==> config.mk <==
export PLATFORM = sky130hd
export DESIGN_NAME = mips_mc_control
export DESIGN_NICKNAME = d
export VERILOG_FILES = /design/src/rtl/mips_mc_control_pkg.sv /design/src/rtl/mips_mc_control.sv
export SDC_FILE = /design/constraint.sdc
export NUM_CORES = 1
export LEC_CHECK = 0
export ABC_AREA = 0
export ABC_CLOCK_PERIOD_IN_PS = 1550
export CORE_MARGIN = 5
export CORE_UTILIZATION = 40
export CTS_BUF_LIST = sky130_fd_sc_hd__clkbuf_8
export CTS_CLUSTER_DIAMETER = 120
export CTS_CLUSTER_SIZE = 28
export DETAILED_ROUTE_END_ITERATION = 8
export GPL_TIMING_DRIVEN = 0
export PLACE_DENSITY = 0.82
export SLEW_MARGIN = 20
export SYNTH_ARGS = -nofsm -noshare
export SYNTH_HDL_FRONTEND = slang
export SYNTH_SLANG_ARGS = --single-unit
==> constraint.sdc <==
create_clock -name clk -period 1.55 [get_ports clk]
set_input_delay 0.155 -clock clk [delete_from_list [all_inputs] [get_ports clk]]
set_output_delay 0.155 -clock clk [all_outputs]
set_load 0.05 [all_outputs]
==> src/rtl/mips_mc_control_pkg.sv <==
// Shared definitions for the multicycle MIPS controller: opcodes, state codes and mux select codes.
// The pc_source codes are also used by the PC-source mux in the datapath.
package mips_defs;

  localparam int OPCODE_W = 6;

  localparam logic [5:0] OP_RTYPE = 6'b000000;
  localparam logic [5:0] OP_LW    = 6'b100011;
  localparam logic [5:0] OP_SW    = 6'b101011;
  localparam logic [5:0] OP_BEQ   = 6'b000100;
  localparam logic [5:0] OP_ADDI  = 6'b001000;
  localparam logic [5:0] OP_J     = 6'b000010;

  typedef enum logic [3:0] {
    S_FETCH   = 4'd0,
    S_DECODE  = 4'd1,
    S_MEMADR  = 4'd2,
    S_MEMRD   = 4'd3,
    S_MEMWB   = 4'd4,
    S_MEMWR   = 4'd5,
    S_EXEC    = 4'd6,
    S_ALUWB   = 4'd7,
    S_BRANCH  = 4'd8,
    S_ADDIEX  = 4'd9,
    S_ADDIWB  = 4'd10,
    S_JUMP    = 4'd11
  } state_t;

  typedef enum logic [2:0] {
    CLS_RTYPE,
    CLS_MEM,
    CLS_BEQ,
    CLS_ADDI,
    CLS_J,
    CLS_ILLEGAL
  } op_class_t;

  localparam logic [1:0] SRCB_B      = 2'b00;
  localparam logic [1:0] SRCB_FOUR   = 2'b01;
  localparam logic [1:0] SRCB_IMM    = 2'b10;
  localparam logic [1:0] SRCB_IMM_SH = 2'b11;

  localparam logic [1:0] ALU_ADD   = 2'b00;
  localparam logic [1:0] ALU_SUB   = 2'b01;
  localparam logic [1:0] ALU_FUNCT = 2'b10;

  localparam logic [1:0] PCSRC_ALU    = 2'b00;
  localparam logic [1:0] PCSRC_ALUOUT = 2'b01;
  localparam logic [1:0] PCSRC_JUMP   = 2'b10;

endpackage

==> src/rtl/mips_mc_control.sv <==
// Main control FSM of the multicycle MIPS datapath: sequences fetch/decode/execute/memory/writeback
// and drives every datapath enable and mux select from the current state.
module mips_mc_control
  import mips_defs::*;
#(
  parameter int OPW       = 6,
  parameter bit HANDSHAKE = 1'b1
) (
  input  logic           clk,
  input  logic           rst,
  input  logic [OPW-1:0] opcode,
  input  logic           mem_ready,
  output logic           pc_write,
  output logic           pc_write_cond,
  output logic           i_or_d,
  output logic           mem_read,
  output logic           mem_write,
  output logic           ir_write,
  output logic           mem_to_reg,
  output logic           reg_dst,
  output logic           reg_write,
  output logic           alu_src_a,
  output logic [1:0]     alu_src_b,
  output logic [1:0]     alu_op,
  output logic [1:0]     pc_source,
  output logic           illegal_op,
  output logic [3:0]     state
);

  state_t    cur_state;
  state_t    nxt_state;
  op_class_t op_class;
  logic      ready;
  logic [5:0] op6;

  function automatic op_class_t decode_class(input logic [5:0] op);
    case (op)
      OP_RTYPE: return CLS_RTYPE;
      OP_LW,
      OP_SW:    return CLS_MEM;
      OP_BEQ:   return CLS_BEQ;
      OP_ADDI:  return CLS_ADDI;
      OP_J:     return CLS_J;
      default:  return CLS_ILLEGAL;
    endcase
  endfunction

  assign op6      = 6'(opcode);
  assign op_class = decode_class(op6);
  assign ready    = HANDSHAKE ? mem_ready : 1'b1;
  assign state    = cur_state;

  always_ff @(posedge clk or posedge rst) begin
    if (rst) cur_state <= S_FETCH;
    else     cur_state <= nxt_state;
  end

  always_comb begin
    nxt_state = S_FETCH;
    case (cur_state)
      S_FETCH:  nxt_state = ready ? S_DECODE : S_FETCH;
      S_DECODE: begin
        case (op_class)
          CLS_MEM:   nxt_state = S_MEMADR;
          CLS_RTYPE: nxt_state = S_EXEC;
          CLS_BEQ:   nxt_state = S_BRANCH;
          CLS_ADDI:  nxt_state = S_ADDIEX;
          CLS_J:     nxt_state = S_JUMP;
          default:   nxt_state = S_FETCH;
        endcase
      end
      S_MEMADR: nxt_state = (op6 == OP_SW) ? S_MEMWR : S_MEMRD;
      S_MEMRD:  nxt_state = ready ? S_MEMWB : S_MEMRD;
      S_MEMWR:  nxt_state = ready ? S_FETCH : S_MEMWR;
      S_EXEC:   nxt_state = S_ALUWB;
      S_ADDIEX: nxt_state = S_ADDIWB;
      default:  nxt_state = S_FETCH;
    endcase
  end

  // IR and PC only load on the cycle the fetch actually completes, so each fires once per visit.
  always_comb begin
    pc_write      = 1'b0;
    pc_write_cond = 1'b0;
    i_or_d        = 1'b0;
    mem_read      = 1'b0;
    mem_write     = 1'b0;
    ir_write      = 1'b0;
    mem_to_reg    = 1'b0;
    reg_dst       = 1'b0;
    reg_write     = 1'b0;
    alu_src_a     = 1'b0;
    alu_src_b     = SRCB_B;
    alu_op        = ALU_ADD;
    pc_source     = PCSRC_ALU;
    illegal_op    = 1'b0;
    case (cur_state)
      S_FETCH: begin
        mem_read  = 1'b1;
        alu_src_b = SRCB_FOUR;
        ir_write  = ready;
        pc_write  = ready;
      end
      S_DECODE: begin
        alu_src_b  = SRCB_IMM_SH;
        illegal_op = (op_class == CLS_ILLEGAL);
      end
      S_MEMADR, S_ADDIEX: begin
        alu_src_a = 1'b1;
        alu_src_b = SRCB_IMM;
      end
      S_MEMRD: begin
        mem_read = 1'b1;
        i_or_d   = 1'b1;
      end
      S_MEMWB: begin
        reg_write  = 1'b1;
        mem_to_reg = 1'b1;
      end
      S_MEMWR: begin
        mem_write = 1'b1;
        i_or_d    = 1'b1;
      end
      S_EXEC: begin
        alu_src_a = 1'b1;
        alu_op    = ALU_FUNCT;
      end
      S_ALUWB: begin
        reg_write = 1'b1;
        reg_dst   = 1'b1;
      end
      S_BRANCH: begin
        alu_src_a     = 1'b1;
        alu_op        = ALU_SUB;
        pc_write_cond = 1'b1;
        pc_source     = PCSRC_ALUOUT;
      end
      S_ADDIWB: reg_write = 1'b1;
      S_JUMP: begin
        pc_write  = 1'b1;
        pc_source = PCSRC_JUMP;
      end
      default: ;
    endcase
  end

endmodule

==> flow_summary.ini, run 1 <==
[outcome]
status = stopped before the end
error = [ERROR DPL-0038] Utilization greater than 100%, impossible to legalize
lastStage = global routing (5_1_grt)

[logic_synthesis]
netlist_area_um2 = 559
ys_warn_count = 0
synth_edf_count = 0
ys.flop_type = dfrtp_1
seq_area_frac_synth_pct = 17.9
ys_async_sr_fraction_pct = 100
post_synth.cell_area_avg_um2 = 7.56
synthesis.nets = 83
synth-seq-cells = 4
yosysUniqueCellTypes = 40
syn_inst = 74

[clocking]
numCtsBuffers = 3
clkSinkCount = 4
root_buffer = clkbuf_8
clockBufferDepth = 2
cts_hold_buf = 0
htreeDepth = 1

[timing]
worst-ep-kind = output port
postGrtWorstEndpoint = pc_write

[floorplanning]
initial_core_util_pct = 42.5
die_w_um = 47.4
ios = 30
fp.dieH_um = 47.4
rows = 13

[global_routing]
grt_max_degree = 10

[placed_design]
dp_hpwl_um = 1370
port_buffers = 29
place_congestion = 0.801
## cells in the mapped netlist (2+ instances only)
master	n	area [µm²]
a21oi_1	2	10.0
buf_2	3	15.0
buf_4	3	22.5
buf_6	2	22.5
dfrtp_1	4	100
inv_1	3	11.3
nand2_1	5	18.8
nand2b_1	2	12.5
nor2_1	9	33.8
nor3_1	5	25.0
nor3_2	2	20.0
nor4_1	2	12.5
o21ai_0	2	10.0
o22ai_1	2	12.5
or2_1	2	12.5
or3_1	2	12.5
## per-stage QoR
step | utilization (%) | cell area [µm²] | instances | worst slack [ns]
4_1_cts | 89.1 | 1170 | 136 | -0.256
3_5_place_dp | 78.1 | 1030 | 118 | -0.941
2_1_floorplan | - | 719 | 74 | -0.254
3_3_place_gp | 78.1 | 1030 | 118 | -0.927
## kinds of logic after synthesis
group | share of synthesized area [%]
XOR/XNOR | 3.13
adder cells (fa/ha/maj) | 1.79
AO/OA/AOI/OAI | 19.7
AND/OR/NAND/NOR | 40.9
multiplexers | 3.80
buffers and inverters | 12.8
flip-flops | 17.9
## timing repair
item / CTS
gates cloned: 0
endpoints found under the hold margin: 0
pin swaps: 3
endpoints found under the setup margin: 20
setup buffers: 17
gates resized for setup: 121
==> run 2: changes to the inputs <==
--- a/config.mk
+++ b/config.mk
@@ -7,14 +7,11 @@
 export LEC_CHECK = 0
 export ABC_AREA = 0
 export ABC_CLOCK_PERIOD_IN_PS = 1550
-export CORE_MARGIN = 5
-export CORE_UTILIZATION = 40
-export CTS_BUF_LIST = sky130_fd_sc_hd__clkbuf_8
-export CTS_CLUSTER_DIAMETER = 120
-export CTS_CLUSTER_SIZE = 28
+export CORE_AREA = 5 5 66 68
 export DETAILED_ROUTE_END_ITERATION = 8
+export DIE_AREA = 0 0 71 73
 export GPL_TIMING_DRIVEN = 0
-export PLACE_DENSITY = 0.82
+export PLACE_DENSITY_LB_ADDON = 0.15
 export SLEW_MARGIN = 20
 export SYNTH_ARGS = -nofsm -noshare
 export SYNTH_HDL_FRONTEND = slang
==> flow_summary.ini, run 2 <==
[outcome]
status = complete, but fails checks
violations = setup timing

[logic_synthesis]
synth_area_leaders = dfrtp_1 (18%), nor2_1 (6.0%), nor3_1 (4.5%)
synth-seq-cells = 4
synth.top_cell.area_share_pct = 17.9
ys.flop_type = dfrtp_1
synthesis.nets = 83
yosysUniqueCellTypes = 40
seq_area_frac_synth_pct = 17.9
synth_top_cells_by_count = nor2_1 (9), nand2_1 (5), nor3_1 (5)
syn_inst = 74
synth_edf_count = 0
yosysTopAreaCell = dfrtp_1
ys_async_sr_fraction_pct = 100
ys_warn_count = 0
netlist_area_um2 = 559
post_synth.cell_area_avg_um2 = 7.56
yosysMostFrequentCell = nor2_1

[setup_path]
cp.required_ns = 1.39
path_delay_family = flip-flops
critPathMaxFanout = 3
cp_num_buf_inv = 2
crit_type = reg -> out
worstPathArrival_ns = 1.63
max_stage_delay_ns = 0.43
reg2reg_to = state[2]
critPathLaunch = state[1]
slowest_stage = dfrtp_2
end_kind = primary output
path_depth = 5
critPathLaunchType = flop
crit_chain = buf_12 > or3_4 > mux2_4 > nor2_4 > buf_8
r2r-start = state[1]
r2r_slack_ns = -0.10
r2r_cells = 5

[timing]
hold_viol = 0
maxSlewViolCount = 0
relSlewSlack_pct = 66.9
setup_tns_ns = -1.42
timing.final.ws_setup_ns = -0.237
period_share_pct = 115
clock_skew_ns = 0.00163
rsz0062_at_grt = true
fin_crit_ns = 1.79
tightest_slew_ns = 0.492
hold_ws_ns = 0.115
setup_viol = 12
fmax_mhz = 560

[layout]
syn_to_final_growth_pct = 158
fin_util_pct = 38.0
drive_gt1_share_pct = 69.4
largest_reg_flops = 4
nNetsFinal = 145
layout_commonest_cell = buf_4
final_cell_mix = buf_4 (23), buf_6 (14), buf_8 (10)
n_antenna_cell = 0

[floorplanning]
die_w_um = 71
rows = 23
design.core.area_um2 = 3800
fp.dieH_um = 73
initial_core_util_pct = 14.7
ios = 30
dieArea_um2 = 5180

[worst_hold_path]
hold_path_class = in -> async

[detailed_routing]
drtPass1Iterations = 3
detail-route-antenna-nets = 0
drt-total-wl_um = 2220
drcViolationCount = 0
via_count = 767
drtIter0Drc = 15
vias_per_cell = 4.17
post_drt_wl_per_cell_um = 12.1

[clocking]
root_buffer = clkbuf_8
clkSinkCount = 4
numCtsBuffers = 3
insertion_delay_ns = 0.22
htreeDepth = 1
cts_tree = built
cts_hold_buf = 0
clk_pin_slew_ns = 0.03
clockBufferDepth = 2

[placed_design]
place_congestion = 0.726
place_ws_ns = -0.940
port_buffers = 29
dp_hpwl_um = 1520

[pwr]
total_power_uw = 2390
power_density_nw_per_um2 = 1660
vdd_drop_max_mv = 0.688
p_leak_uw = 0.000632

[global_routing]
grt_use_total_pct = 7.89
grt_max_degree = 9
antenna_found_initial = 0
grt_overflow = 0
grt_pass1_vias = 753
grt_pass1_wl_um = 3310

[job]
drv_cap = 0
run 2: area by class of cell:
type | instances | area, µm²
multi-input combinational | 59 | 574
timing repair buffer | 58 | 552
tap | 50 | 62.6
fill | 421 | 2350
sequential | 4 | 105
clock buffer | 3 | 41.3
buffer | 7 | 98.8
inverter | 3 | 11.3
run 2: timing repair:
item,4_1_cts,5_1_grt
pin swaps,4,16
cloned,0,0
resized for setup,129,21
setup buffers,19,10
setup endpoints to repair,20,18
run 2: cell families after synthesis:
family          count (synthesis)  synth area share, %
compound gates                 15                 19.7
fa+ha+maj                       1                 1.79
xor+xnor                        2                 3.13
mux                             2                 3.80
flops                           4                 17.9
buf+inv                        11                 12.8
simple gates                   39                 40.9
run 2: through the flow:
stage	std cells	area [µm²]
3_3_place_gp	153	1070
6_report	184	1450
3_5_place_dp	153	1070
5_1_grt	184	1450
2_1_floorplan	74	719
4_1_cts	175	1300
run 2: how the worst max path moves through the flow:
stage / endpoint / slack (ns)
finish: pc_write / -0.24
global route: pc_write / -0.28
CTS: pc_write / -0.26
detailed placement: pc_write / -0.94
global placement: pc_write / -0.94
floorplan: pc_write / -0.25
run 2: routing by layer:
| metal | routed length, µm | track usage [%] | vias to the layer above | part of all wire [%] |
|---|---|---|---|---|
| met5 | 0 | 0 | - | 0 |
| met4 | 38 | 4.59 | 0 | 1.7 |
| met3 | 106 | 1.38 | 4 | 4.8 |
| met2 | 1190 | 13.8 | 23 | 53 |
| met1 | 890 | 9.01 | 355 | 40 |
| li1 | - | - | 385 | - |
run 2: report_power, final:
part / switching [µW] / internal (µW) / total (µW)
sequential: 29.6 / 137 / 167
combinational: 1060 / 949 / 2010
clock: 51.0 / 165 / 216
total: 1140 / 1250 / 2390
Power figures use the tool's default switching activity.
